`src/rtl/rram_seq_pkg.sv`:
```
// rtl/rram_seq_pkg.sv - shared types, register map and helpers for the RRAM pulse sequencer
package rram_seq_pkg;

  typedef enum logic [1:0] {
    OP_READ  = 2'b00,
    OP_SET   = 2'b01,
    OP_RESET = 2'b10,
    OP_FORM  = 2'b11
  } op_e;

  typedef enum logic [2:0] {
    ST_IDLE,
    ST_SETUP,
    ST_PULSE,
    ST_GAP,
    ST_SAMPLE,
    ST_HOLD,
    ST_DONE
  } state_e;

  // Word offsets (wbs_adr_i[7:2])
  localparam logic [5:0] REG_CTRL   = 6'h00;
  localparam logic [5:0] REG_ADDR   = 6'h01;
  localparam logic [5:0] REG_PW     = 6'h02;
  localparam logic [5:0] REG_NPULSE = 6'h03;
  localparam logic [5:0] REG_GAP    = 6'h04;
  localparam logic [5:0] REG_STATUS = 6'h05;
  localparam logic [5:0] REG_RESULT = 6'h06;

  localparam int CTRL_START  = 0;
  localparam int CTRL_IRQ_EN = 3;
  localparam int CTRL_ABORT  = 4;

  localparam int STAT_BUSY = 0;
  localparam int STAT_DONE = 1;
  localparam int STAT_ERR  = 2;

  // Replace only the bytes whose enable is set
  function automatic logic [31:0] be_merge(input logic [31:0] old_v,
                                           input logic [31:0] new_v,
                                           input logic [3:0]  sel);
    logic [31:0] r;
    for (int b = 0; b < 4; b++) begin
      r[8*b +: 8] = sel[b] ? new_v[8*b +: 8] : old_v[8*b +: 8];
    end
    return r;
  endfunction

endpackage

```
`src/rtl/rram_seq_wb_regs.sv`:
```
// rtl/rram_seq_wb_regs.sv - Wishbone slave, register file and sticky status bits
module rram_seq_wb_regs
  import rram_seq_pkg::*;
#(
  parameter int          CNT_W     = 16,
  parameter logic [31:0] BASE_ADDR = 32'h3000_0000
) (
  input  logic             clk_i,
  input  logic             rst_i,
  input  logic             wbs_stb_i,
  input  logic             wbs_cyc_i,
  input  logic             wbs_we_i,
  input  logic [3:0]       wbs_sel_i,
  input  logic [31:0]      wbs_adr_i,
  input  logic [31:0]      wbs_dat_i,
  output logic             wbs_ack_o,
  output logic [31:0]      wbs_dat_o,
  input  logic             busy_i,
  input  logic             done_set_i,
  input  logic             err_set_i,
  input  logic [CNT_W-1:0] result_i,
  output logic             start_o,
  output logic             abort_o,
  output op_e              op_o,
  output logic [3:0]       row_o,
  output logic [3:0]       col_o,
  output logic [CNT_W-1:0] pw_o,
  output logic [CNT_W-1:0] npulse_o,
  output logic [CNT_W-1:0] gap_o,
  output logic             irq_o
);

  logic             ack_q;
  logic [31:0]      dat_q;
  op_e              op_q;
  logic             irq_en_q;
  logic [3:0]       row_q;
  logic [3:0]       col_q;
  logic [CNT_W-1:0] pw_q;
  logic [CNT_W-1:0] np_q;
  logic [CNT_W-1:0] gap_q;
  logic             done_q;
  logic             err_q;
  logic             start_q;
  logic             abort_q;

  logic        req;
  logic        hit;
  logic        wr;
  logic        rd;
  logic [5:0]  idx;
  logic [31:0] rdata;
  logic [31:0] wmerge;
  logic [31:0] wbits;
  logic        st_w1c;
  logic        unused_bits;

  assign req    = wbs_stb_i & wbs_cyc_i & ~ack_q;
  assign hit    = (wbs_adr_i[31:8] == BASE_ADDR[31:8]);
  assign idx    = wbs_adr_i[7:2];
  assign wr     = req & hit & wbs_we_i;
  assign rd     = req & hit & ~wbs_we_i;
  assign wmerge = be_merge(rdata, wbs_dat_i, wbs_sel_i);
  assign wbits  = be_merge(32'h0, wbs_dat_i, wbs_sel_i);
  assign st_w1c = wr && (idx == REG_STATUS);

  assign unused_bits = ^{wbs_adr_i[1:0], wmerge, wbits};

  // Readback mux; also the "old value" for byte-enable merging on writes
  always_comb begin
    rdata = '0;
    case (idx)
      REG_CTRL:   rdata = {28'h0, irq_en_q, op_q, 1'b0};
      REG_ADDR:   rdata = {20'h0, col_q, 4'h0, row_q};
      REG_PW:     rdata = 32'(pw_q);
      REG_NPULSE: rdata = 32'(np_q);
      REG_GAP:    rdata = 32'(gap_q);
      REG_STATUS: rdata = {29'h0, err_q, done_q, busy_i};
      REG_RESULT: rdata = 32'(result_i);
      default:    rdata = '0;
    endcase
  end

  // Bus handshake, register writes, command pulses and W1C status
  always_ff @(posedge clk_i) begin
    if (rst_i) begin
      ack_q    <= 1'b0;
      dat_q    <= '0;
      op_q     <= OP_READ;
      irq_en_q <= 1'b0;
      row_q    <= '0;
      col_q    <= '0;
      pw_q     <= CNT_W'(1);
      np_q     <= CNT_W'(1);
      gap_q    <= CNT_W'(1);
      done_q   <= 1'b0;
      err_q    <= 1'b0;
      start_q  <= 1'b0;
      abort_q  <= 1'b0;
    end else begin
      ack_q   <= wbs_stb_i & wbs_cyc_i & ~ack_q;
      dat_q   <= rd ? rdata : '0;
      start_q <= 1'b0;
      abort_q <= 1'b0;
      if (wr) begin
        case (idx)
          REG_CTRL: begin
            op_q     <= op_e'(wmerge[2:1]);
            irq_en_q <= wmerge[CTRL_IRQ_EN];
            start_q  <= wmerge[CTRL_START];
            abort_q  <= wmerge[CTRL_ABORT];
          end
          REG_ADDR: begin
            row_q <= wmerge[3:0];
            col_q <= wmerge[11:8];
          end
          REG_PW:     pw_q  <= wmerge[CNT_W-1:0];
          REG_NPULSE: np_q  <= wmerge[CNT_W-1:0];
          REG_GAP:    gap_q <= wmerge[CNT_W-1:0];
          default: ;
        endcase
      end
      done_q <= done_set_i | (done_q & ~(st_w1c & wbits[STAT_DONE]));
      err_q  <= err_set_i  | (err_q  & ~(st_w1c & wbits[STAT_ERR]));
    end
  end

  assign wbs_ack_o = ack_q;
  assign wbs_dat_o = dat_q;
  assign start_o   = start_q;
  assign abort_o   = abort_q;
  assign op_o      = op_q;
  assign row_o     = row_q;
  assign col_o     = col_q;
  assign pw_o      = pw_q;
  assign npulse_o  = np_q;
  assign gap_o     = gap_q;
  assign irq_o     = done_q & irq_en_q;

endmodule

```
`src/rtl/rram_pulse_sequencer.sv`:
```
// rtl/rram_pulse_sequencer.sv - RRAM crossbar select/pulse/sense sequencer top
module rram_pulse_sequencer
  import rram_seq_pkg::*;
#(
  parameter int          N_ROWS     = 8,
  parameter int          N_COLS     = 8,
  parameter int          CNT_W      = 16,
  parameter int          SETTLE_CYC = 4,
  parameter logic [31:0] BASE_ADDR  = 32'h3000_0000
) (
  input  logic              wb_clk_i,
  input  logic              wb_rst_i,
  input  logic              wbs_stb_i,
  input  logic              wbs_cyc_i,
  input  logic              wbs_we_i,
  input  logic [3:0]        wbs_sel_i,
  input  logic [31:0]       wbs_adr_i,
  input  logic [31:0]       wbs_dat_i,
  output logic              wbs_ack_o,
  output logic [31:0]       wbs_dat_o,
  output logic [N_ROWS-1:0] row_sel,
  output logic [N_COLS-1:0] col_sel,
  output logic [1:0]        op_mode,
  output logic              pulse_en,
  output logic              sense_en,
  input  logic              sense_in,
  output logic              busy,
  output logic              irq
);

  localparam logic [CNT_W-1:0]  ONE       = CNT_W'(1);
  localparam logic [CNT_W-1:0]  SETTLE_LD = CNT_W'(SETTLE_CYC - 1);
  localparam logic [N_ROWS-1:0] ROW_ONE   = N_ROWS'(1);
  localparam logic [N_COLS-1:0] COL_ONE   = N_COLS'(1);

  logic             start;
  logic             abort;
  op_e              op_w;
  logic [3:0]       row_w;
  logic [3:0]       col_w;
  logic [CNT_W-1:0] pw_w;
  logic [CNT_W-1:0] np_w;
  logic [CNT_W-1:0] gap_w;
  logic             done_set;
  logic             err_set;
  logic             row_ok;
  logic             col_ok;

  state_e           state_q,  state_d;
  logic [CNT_W-1:0] cnt_q,    cnt_d;
  logic [CNT_W-1:0] left_q,   left_d;
  logic [CNT_W-1:0] result_q, result_d;
  op_e              op_sh_q,  op_sh_d;
  logic [3:0]       row_sh_q, row_sh_d;
  logic [3:0]       col_sh_q, col_sh_d;
  logic [CNT_W-1:0] pw_sh_q,  pw_sh_d;
  logic [CNT_W-1:0] gap_sh_q, gap_sh_d;
  logic             sense_s1_q;
  logic             sense_s2_q;

  rram_seq_wb_regs #(
    .CNT_W     (CNT_W),
    .BASE_ADDR (BASE_ADDR)
  ) u_regs (
    .clk_i      (wb_clk_i),
    .rst_i      (wb_rst_i),
    .wbs_stb_i  (wbs_stb_i),
    .wbs_cyc_i  (wbs_cyc_i),
    .wbs_we_i   (wbs_we_i),
    .wbs_sel_i  (wbs_sel_i),
    .wbs_adr_i  (wbs_adr_i),
    .wbs_dat_i  (wbs_dat_i),
    .wbs_ack_o  (wbs_ack_o),
    .wbs_dat_o  (wbs_dat_o),
    .busy_i     (busy),
    .done_set_i (done_set),
    .err_set_i  (err_set),
    .result_i   (result_q),
    .start_o    (start),
    .abort_o    (abort),
    .op_o       (op_w),
    .row_o      (row_w),
    .col_o      (col_w),
    .pw_o       (pw_w),
    .npulse_o   (np_w),
    .gap_o      (gap_w),
    .irq_o      (irq)
  );

  assign row_ok = int'(row_w) < N_ROWS;
  assign col_ok = int'(col_w) < N_COLS;

  // Two-flop synchroniser for the asynchronous comparator output
  always_ff @(posedge wb_clk_i) begin
    if (wb_rst_i) begin
      sense_s1_q <= 1'b0;
      sense_s2_q <= 1'b0;
    end else begin
      sense_s1_q <= sense_in;
      sense_s2_q <= sense_s1_q;
    end
  end

  // FSM state, phase counters, shadow copies and sense result
  always_ff @(posedge wb_clk_i) begin
    if (wb_rst_i) begin
      state_q  <= ST_IDLE;
      cnt_q    <= '0;
      left_q   <= '0;
      result_q <= '0;
      op_sh_q  <= OP_READ;
      row_sh_q <= '0;
      col_sh_q <= '0;
      pw_sh_q  <= '0;
      gap_sh_q <= '0;
    end else begin
      state_q  <= state_d;
      cnt_q    <= cnt_d;
      left_q   <= left_d;
      result_q <= result_d;
      op_sh_q  <= op_sh_d;
      row_sh_q <= row_sh_d;
      col_sh_q <= col_sh_d;
      pw_sh_q  <= pw_sh_d;
      gap_sh_q <= gap_sh_d;
    end
  end

  // Next-state: phase sequencing, start validation, abort override
  always_comb begin
    state_d  = state_q;
    cnt_d    = cnt_q;
    left_d   = left_q;
    result_d = result_q;
    op_sh_d  = op_sh_q;
    row_sh_d = row_sh_q;
    col_sh_d = col_sh_q;
    pw_sh_d  = pw_sh_q;
    gap_sh_d = gap_sh_q;
    done_set = 1'b0;
    err_set  = 1'b0;

    if (start && state_q != ST_IDLE) err_set = 1'b1;

    case (state_q)
      ST_IDLE: begin
        if (start) begin
          if (row_ok && col_ok) begin
            state_d  = ST_SETUP;
            cnt_d    = SETTLE_LD;
            op_sh_d  = op_w;
            row_sh_d = row_w;
            col_sh_d = col_w;
            pw_sh_d  = (pw_w  == '0) ? ONE : pw_w;
            gap_sh_d = (gap_w == '0) ? ONE : gap_w;
            left_d   = (op_w == OP_READ || np_w == '0) ? ONE : np_w;
          end else begin
            err_set  = 1'b1;
            done_set = 1'b1;
          end
        end
      end
      ST_SETUP: begin
        if (cnt_q == '0) begin
          cnt_d = pw_sh_q - ONE;
          if (op_sh_q == OP_READ) begin
            state_d  = ST_SAMPLE;
            result_d = '0;
          end else begin
            state_d = ST_PULSE;
          end
        end else begin
          cnt_d = cnt_q - ONE;
        end
      end
      ST_PULSE: begin
        if (cnt_q == '0) begin
          if (left_q == ONE) begin
            state_d = ST_HOLD;
            cnt_d   = SETTLE_LD;
          end else begin
            state_d = ST_GAP;
            cnt_d   = gap_sh_q - ONE;
            left_d  = left_q - ONE;
          end
        end else begin
          cnt_d = cnt_q - ONE;
        end
      end
      ST_GAP: begin
        if (cnt_q == '0) begin
          state_d = ST_PULSE;
          cnt_d   = pw_sh_q - ONE;
        end else begin
          cnt_d = cnt_q - ONE;
        end
      end
      ST_SAMPLE: begin
        if (sense_s2_q && result_q != '1) result_d = result_q + ONE;
        if (cnt_q == '0) begin
          state_d = ST_HOLD;
          cnt_d   = SETTLE_LD;
        end else begin
          cnt_d = cnt_q - ONE;
        end
      end
      ST_HOLD: begin
        if (cnt_q == '0) state_d = ST_DONE;
        else             cnt_d   = cnt_q - ONE;
      end
      ST_DONE: begin
        done_set = 1'b1;
        state_d  = ST_IDLE;
      end
      default: state_d = ST_IDLE;
    endcase

    if (abort && state_q != ST_IDLE) begin
      err_set = 1'b1;
      if (state_q != ST_DONE) state_d = ST_DONE;
    end
  end

  // Array drive: selects only while a run owns the array, gates by phase
  always_comb begin
    row_sel  = '0;
    col_sel  = '0;
    op_mode  = 2'b00;
    if (state_q inside {ST_SETUP, ST_PULSE, ST_GAP, ST_SAMPLE, ST_HOLD}) begin
      row_sel = ROW_ONE << row_sh_q;
      col_sel = COL_ONE << col_sh_q;
      op_mode = op_sh_q;
    end
    pulse_en = (state_q == ST_PULSE) || (state_q == ST_SAMPLE);
    sense_en = (state_q == ST_SAMPLE);
  end

  assign busy = (state_q != ST_IDLE);

endmodule

```
`config.mk`:
```
export PLATFORM = sky130hd
export DESIGN_NAME = rram_pulse_sequencer
export DESIGN_NICKNAME = d
export VERILOG_FILES = /design/src/rtl/rram_seq_pkg.sv /design/src/rtl/rram_seq_wb_regs.sv /design/src/rtl/rram_pulse_sequencer.sv
export SDC_FILE = /design/constraint.sdc
export NUM_CORES = 1
export LEC_CHECK = 0
export BUFFER_PORTS_ARGS = -buffer_cell sky130_fd_sc_hd__buf_2
export CAP_MARGIN = 20
export CORE_UTILIZATION = 30
export DETAILED_ROUTE_END_ITERATION = 8
export PLACE_DENSITY = 0.45
export SYNTH_ARGS = -nofsm -noshare
export SYNTH_HDL_FRONTEND = slang
export SYNTH_SLANG_ARGS = --single-unit
```
`constraint.sdc`:
```
create_clock -name wb_clk_i -period 5.61 [get_ports wb_clk_i]
set_input_delay 1.122 -clock wb_clk_i [delete_from_list [all_inputs] [get_ports wb_clk_i]]
set_output_delay 1.122 -clock wb_clk_i [all_outputs]
set_load 0.005 [all_outputs]
```
== After elaboration in Yosys (flattened, before gate mapping) ==
Cells that the tools add are included.

* Register bits after elaboration: 191
* Input bits: 74
* Output and inout bits: 55
* Word-level logic and storage cells: 155

* Add/sub/neg operators: 5
* Order comparisons: 2
* Equal/unequal tests: 24
* Shift-type cells: 2
* Multiplexer cells: 47
* Bitwise logic cells: 19
* Reduce and logical (&&, ||, !) cells: 32

{| class="wikitable"
|+ Operator list
! operator !! count
|-
| $mux W16 || 17
|-
| $pmux W16 S7 || 1
|-
| $pmux W16 S5 || 1
|-
| $logic_not A16 Y1 || 4
|-
| $pmux W16 S2 || 2
|-
| $sub A16 B1 Y16 const B || 4
|-
| $mux W3 || 12
|-
| $mux W8 || 4
|-
| $eq A24 B22 Y1 const B || 1
|-
| $eq A6 B3 Y1 const B || 3
|-
| $pmux W3 S6 || 1
|-
| $add A16 B1 Y16 const B || 1
|-
| $eq A16 B1 Y1 const B || 1
|-
| $ne A16 B16 Y1 const B || 1
|-
| $shl A1 B4 Y8 const A || 2
|-
| $eq A6 B2 Y1 const B || 2
|-
| $ne A2 B2 Y1 const B || 6
|-
| $and A1 B1 Y1 || 10
|-
| $reduce_and A2 Y1 || 5
|-
| $reduce_bool A5 Y1 || 2
|-
| $eq A3 B3 Y1 const B || 3
|-
| $lt A4 B4 Y1 const B || 2
|-
| $reduce_and A4 Y1 || 2
|-
| $mux W1 || 7
|-
| 20 further kinds || 37
|}

== Longest topological paths before layout ==
* Depth in word-level cells: 9
* Gate-level depth with buffers: 9
* Depth with buffers taken out: 8

== Hierarchy ==
Synthesis repeated with hierarchy kept, for this count alone.

* Cells, all modules: 1180
* Area total of the unflattened synthesis: 9729.3 µm²

{| class="wikitable"
|+ By module, submodules not included
! module !! times used !! cells each !! area an instance (µm²) !! sequential area each (µm²)
|-
| rram_pulse_sequencer || 1 || 760 || 5665.4 || 1901.8
|-
| rram_seq_wb_regs || 1 || 420 || 4063.9 || 1601.5
|}

== Worst setup path before layout ==
Ideal clock, no wire load.

* Path type: input to register
* Start: input port wbs_adr_i[3]
* End: register u_regs.irq_en_q
* Library setup time: 130 ps
* Arrival time: 2670 ps
* Required time: 5480 ps
* Setup slack: 2809 ps
* Stages: 8
* Path buffers: 2
* Cells stage by stage: nor2b_1 > clkbuf_1 > and2_0 > buf_2 > a22o_1 > or4_1 > o211ai_1 > o21ai_0

* Cells in the longest elaborated chain, start to end: 3
* Elaborated cells between the ends (all ways): 10
* Those cells by class: 6 x eq/ne; 2 x mux; 2 x reduce/logical

{| class="wikitable"
|+ RTL lines
! what !! RTL line !! text
|-
| start, declared || rram_pulse_sequencer.sv:17 || <nowiki>input logic [31:0] wbs_adr_i,</nowiki>
|-
| $eq A6 B3 Y1, or another cell as far along || rram_seq_wb_regs.sv:72 || <nowiki>case (idx)</nowiki>
|-
| $pmux W16 S7 || rram_seq_wb_regs.sv:72 ||
|-
| $mux W8 || rram_seq_pkg.sv:44 || <nowiki>r[8*b +: 8] = sel[b] ? new_v[8*b +: 8] : old_v[8*b +: 8];</nowiki>
|-
| end signal, assigned || rram_seq_wb_regs.sv:109 || <nowiki>irq_en_q <= wmerge[CTRL_IRQ_EN];</nowiki>
|-
| end, declared || rram_seq_wb_regs.sv:36 || <nowiki>logic irq_en_q;</nowiki>
|}

Parallel ways exist; a longest one is shown, timed or not.
A chain may end at the register's enable or synchronous reset.

== Worst setup path after layout ==
* Start: register state_q[2]
* End: output port row_sel[0]

* Cells in the longest elaborated chain, start to end: 3
* Elaborated cells between the ends (all ways): 7
* Those cells by class: 5 x eq/ne; 1 x mux; 1 x reduce/logical

{| class="wikitable"
|+ RTL lines
! what !! RTL line !! text
|-
| start, declared || rram_pulse_sequencer.sv:49 || <nowiki>state_e state_q, state_d;</nowiki>
|-
| start signal, assigned || rram_pulse_sequencer.sv:117 || <nowiki>state_q <= state_d;</nowiki>
|-
| $eq A3 B1 Y1, or another cell as far along || rram_pulse_sequencer.sv:229 || <nowiki>if (state_q inside {ST_SETUP, ST_PULSE, ST_GAP, ST_SAMPLE, ST_HOLD}) begin</nowiki>
|-
| $reduce_bool A5 Y1 (*) || rram_pulse_sequencer.sv:229 ||
|-
| $mux W8 (*) || rram_pulse_sequencer.sv:229 ||
|-
| end, declared || rram_pulse_sequencer.sv:21 || <nowiki>output logic [N_ROWS-1:0] row_sel,</nowiki>
|}

Every way passes the cells marked *; elsewhere a longest branch is shown, timed or not.

==> metrics <==
run status finished clean; area growth from synthesis to final layout 14.77%; share of cells above drive strength 1 12.38%; post-detailed-route DRC marker count 0; later-pin clock latency in the skew report 440 ps; ant diodes 0; final number of setup-violating endpoints 0; number of enable-type register cells in the synthesized netlist 0; iteration count of the initial detailed-routing pass 5; post-placement setup slack 1702 ps; peak supply drop 0.0002033 V; Final Routed Wirelength 31.75 mm; final standard cell count with taps included and fillers excluded 1634; ordered list of cells on the worst path nor3_1 > inv_1 > nand2_1 > or3_1 > nor3_1 > buf_2; Synth Flop Type sky130_fd_sc_hd__dfxtp_1; nature of the critical path endpoint output pin; number of max-cap violations 0; switching portion of total power 22.89%; Leak Pwr 0.003856 uW; most used standard cells in the synthesized netlist sky130_fd_sc_hd__dfxtp_1 (175), sky130_fd_sc_hd__nand2_1 (152), sky130_fd_sc_hd__nor2_1 (111); Max stage delay cell, worst path sky130_fd_sc_hd__dfxtp_1; Clk network pwr share 49.7%; number of buffers inserted during clock tree synthesis 17; antenna violation net count after detailed routing 0; DIE AREA 31000 um2; worst min-delay path category register to register; Gates resized, CTS repair 0; CTS Hold Buffers Added 0; total global routing overflow 0; detailed placer's ending HPWL 23.31 mm; CP peak stage delay 710 ps; power per unit of standard cell area 252.2 nW/um2; upper clock frequency limit 259.8 MHz; fraction of the yosys area taken by sequential cells 38.54%; die span in y 176.1 um; wire length of the first global-routing pass 48.50 mm; launch point of the worst path state_q[2]$_SDFF_PP0_; detailed-route wire length per cell 19.43 um; clock-pin slew of the registers on the worst-case setup and hold paths 70 ps; distinct cell type count after synthesis 70; biggest area contributors in the synthesized netlist sky130_fd_sc_hd__dfxtp_1 (39%), sky130_fd_sc_hd__nand2_1 (6.3%), sky130_fd_sc_hd__nand3_1 (4.7%); P_sw 602.2 uW; area share of the leading cell type in the synthesized netlist 38.54%; clock tree sinks 175; die width 176.1 um; cell occurring most often along the worst timing path sky130_fd_sc_hd__nor3_1; capture point of the worst path row_sel[0]; vias in the first global route 8211; Stages on worst setup path 6; RSZ-0062 raised after global routing false; vias per cell 5.396; number of core rows 63; Total Nets Final 1311; initial core utilization 30.59%; worst setup path class register to output pin; Internal Dissipation 2029 uW; number of H-tree levels 4; aggregate global-route resource usage 20.55%; reg2reg end cnt_q[11]$_SDFFE_PP0P_; largest area contributor in the netlist sky130_fd_sc_hd__dfxtp_1; number of instances in the synthesized netlist 1177; shortest clock period the worst path allows after layout 3849 ps; TritonCTS clock tree done; number of pins exceeding their max-slew limit in the final report 0; count of port buffers added during placement 92; part of the total power dissipated in combinational logic 3.1%; number of warnings issued by yosys 0; ratio of final minimum period to clock period 68.61%; mean post-synth cell area 7.723 um2; type of origin of the critical path register; part of the total power dissipated in sequential elements 47.2%; minimum setup slack in the final design 1761 ps; final estimated routing congestion in global placement 0.8353; Total Neg Setup Slack 0 ps; pin slew with the least headroom to its limit 968.5 ps; worst reg2reg startpoint cnt_q[0]$_SDFFE_PP0P_; number of antenna violations at the first check in global routing 0; critical path buffer and inverter count 2; async set-reset flop share out of synthesis 0%; I/O pins 129; worst clock skew on the final layout 12.31 ps; Top delay family on crit path simple AND/OR/NAND/NOR gates; register-to-register setup slack 2510 ps; initial drt markers 680; required time at the worst-slack endpoint 4490 ps; Placed Cells 1602; synthesis-stage register bit count 175; buffers inserted by post-CTS timing repair 0; total vias in the final route 8817; number of cells on the worst reg-to-reg path 8; Clock Path Buffers 2; largest net degree at the start of global routing 75; worst relative slew slack 35.43%; combined area of all synthesized cells 9090 um2; core area 29720 um2; critical path peak fanout 16; most repeated cell in the gate-level netlist after synthesis sky130_fd_sc_hd__dfxtp_1; arrival time of the worst setup path 2730 ps; Final Hold Fails 0; Root Buffer Master sky130_fd_sc_hd__clkbuf_16
-- per-stage QoR --
stage / power, uW / utilization, % / area [um2] / hold WS [ps]
final: 2631 / 35.11 / 10430 / 442.8
after global placement: 1352 / 32.98 / 9802 / 417.1
after CTS: 2659 / 35.11 / 10430 / 445.6
after detailed placement: 1352 / 32.98 / 9802 / 429.2
after floorplan: 1320 / - / 9146 / 413.8
after global routing: 2717 / 35.11 / 10430 / 452.0
-- how the worst min path moves through the flow --
stage	start	to	cells after the start
2_1_floorplan	sense_s1_q$_SDFF_PP0_	sense_s2_q$_SDFF_PP0_	1
3_3_place_gp	sense_s1_q$_SDFF_PP0_	sense_s2_q$_SDFF_PP0_	1
3_5_place_dp	sense_s1_q$_SDFF_PP0_	sense_s2_q$_SDFF_PP0_	1
4_1_cts	sense_s1_q$_SDFF_PP0_	sense_s2_q$_SDFF_PP0_	1
5_1_grt	sense_s1_q$_SDFF_PP0_	sense_s2_q$_SDFF_PP0_	1
6_report	sense_s1_q$_SDFF_PP0_	sense_s2_q$_SDFF_PP0_	1
-- final cells by class --
cell class / instances / area, um2
multi-input combinational: 913 / 5182
sequential: 175 / 3503
clock inverter: 12 / 183.9
tap: 390 / 488.0
fill: 3121 / 19280
clock buffer: 20 / 446.7
inverter: 20 / 75.07
timing repair buffer: 104 / 553.0
-- placed cells by master (no fill, tap or decap), types with 19 or more instances in the layout --
master	n
sky130_fd_sc_hd__a22oi_1	19
sky130_fd_sc_hd__dfxtp_1	175
sky130_fd_sc_hd__nor4_1	30
sky130_fd_sc_hd__nand3_1	85
sky130_fd_sc_hd__nor3_1	36
sky130_fd_sc_hd__inv_1	19
sky130_fd_sc_hd__nor2_1	111
sky130_fd_sc_hd__o21a_1	26
sky130_fd_sc_hd__nand2_1	152
sky130_fd_sc_hd__a21oi_1	79
sky130_fd_sc_hd__buf_2	91
sky130_fd_sc_hd__and2_1	19
sky130_fd_sc_hd__o21ai_0	75
sky130_fd_sc_hd__xnor2_1	26
sky130_fd_sc_hd__nand4_1	27
-- cell families after synthesis --
family          share of synthesized area, %
simple gates                           29.84
compound gates                         21.06
flops                                  38.54
buf+inv                                5.134
xor+xnor                               3.565
mux                                   0.9911
fa+ha+maj                             0.8259
other cells                          0.04125
-- power groups by stage --
stage | Combinational, uW | Clock [uW] | Sequential, uW
floorplan | 48.8 | 0 | 1270
CTS | 80.7 | 1340 | 1240
finish | 80.7 | 1310 | 1240
global route | 88.2 | 1390 | 1240
global placement | 80.7 | 0 | 1270
detailed placement | 80.6 | 0 | 1270
-- layer usage --
metal  GRT usage [%]  up-vias  wire length, um
met5               0        -                0
met4           4.855        0              418
met3           2.692       25             1447
met2           32.51      245            14340
met1           29.35     4183            15550
li1                -     4364                -
(Power assumes the default switching activity.)
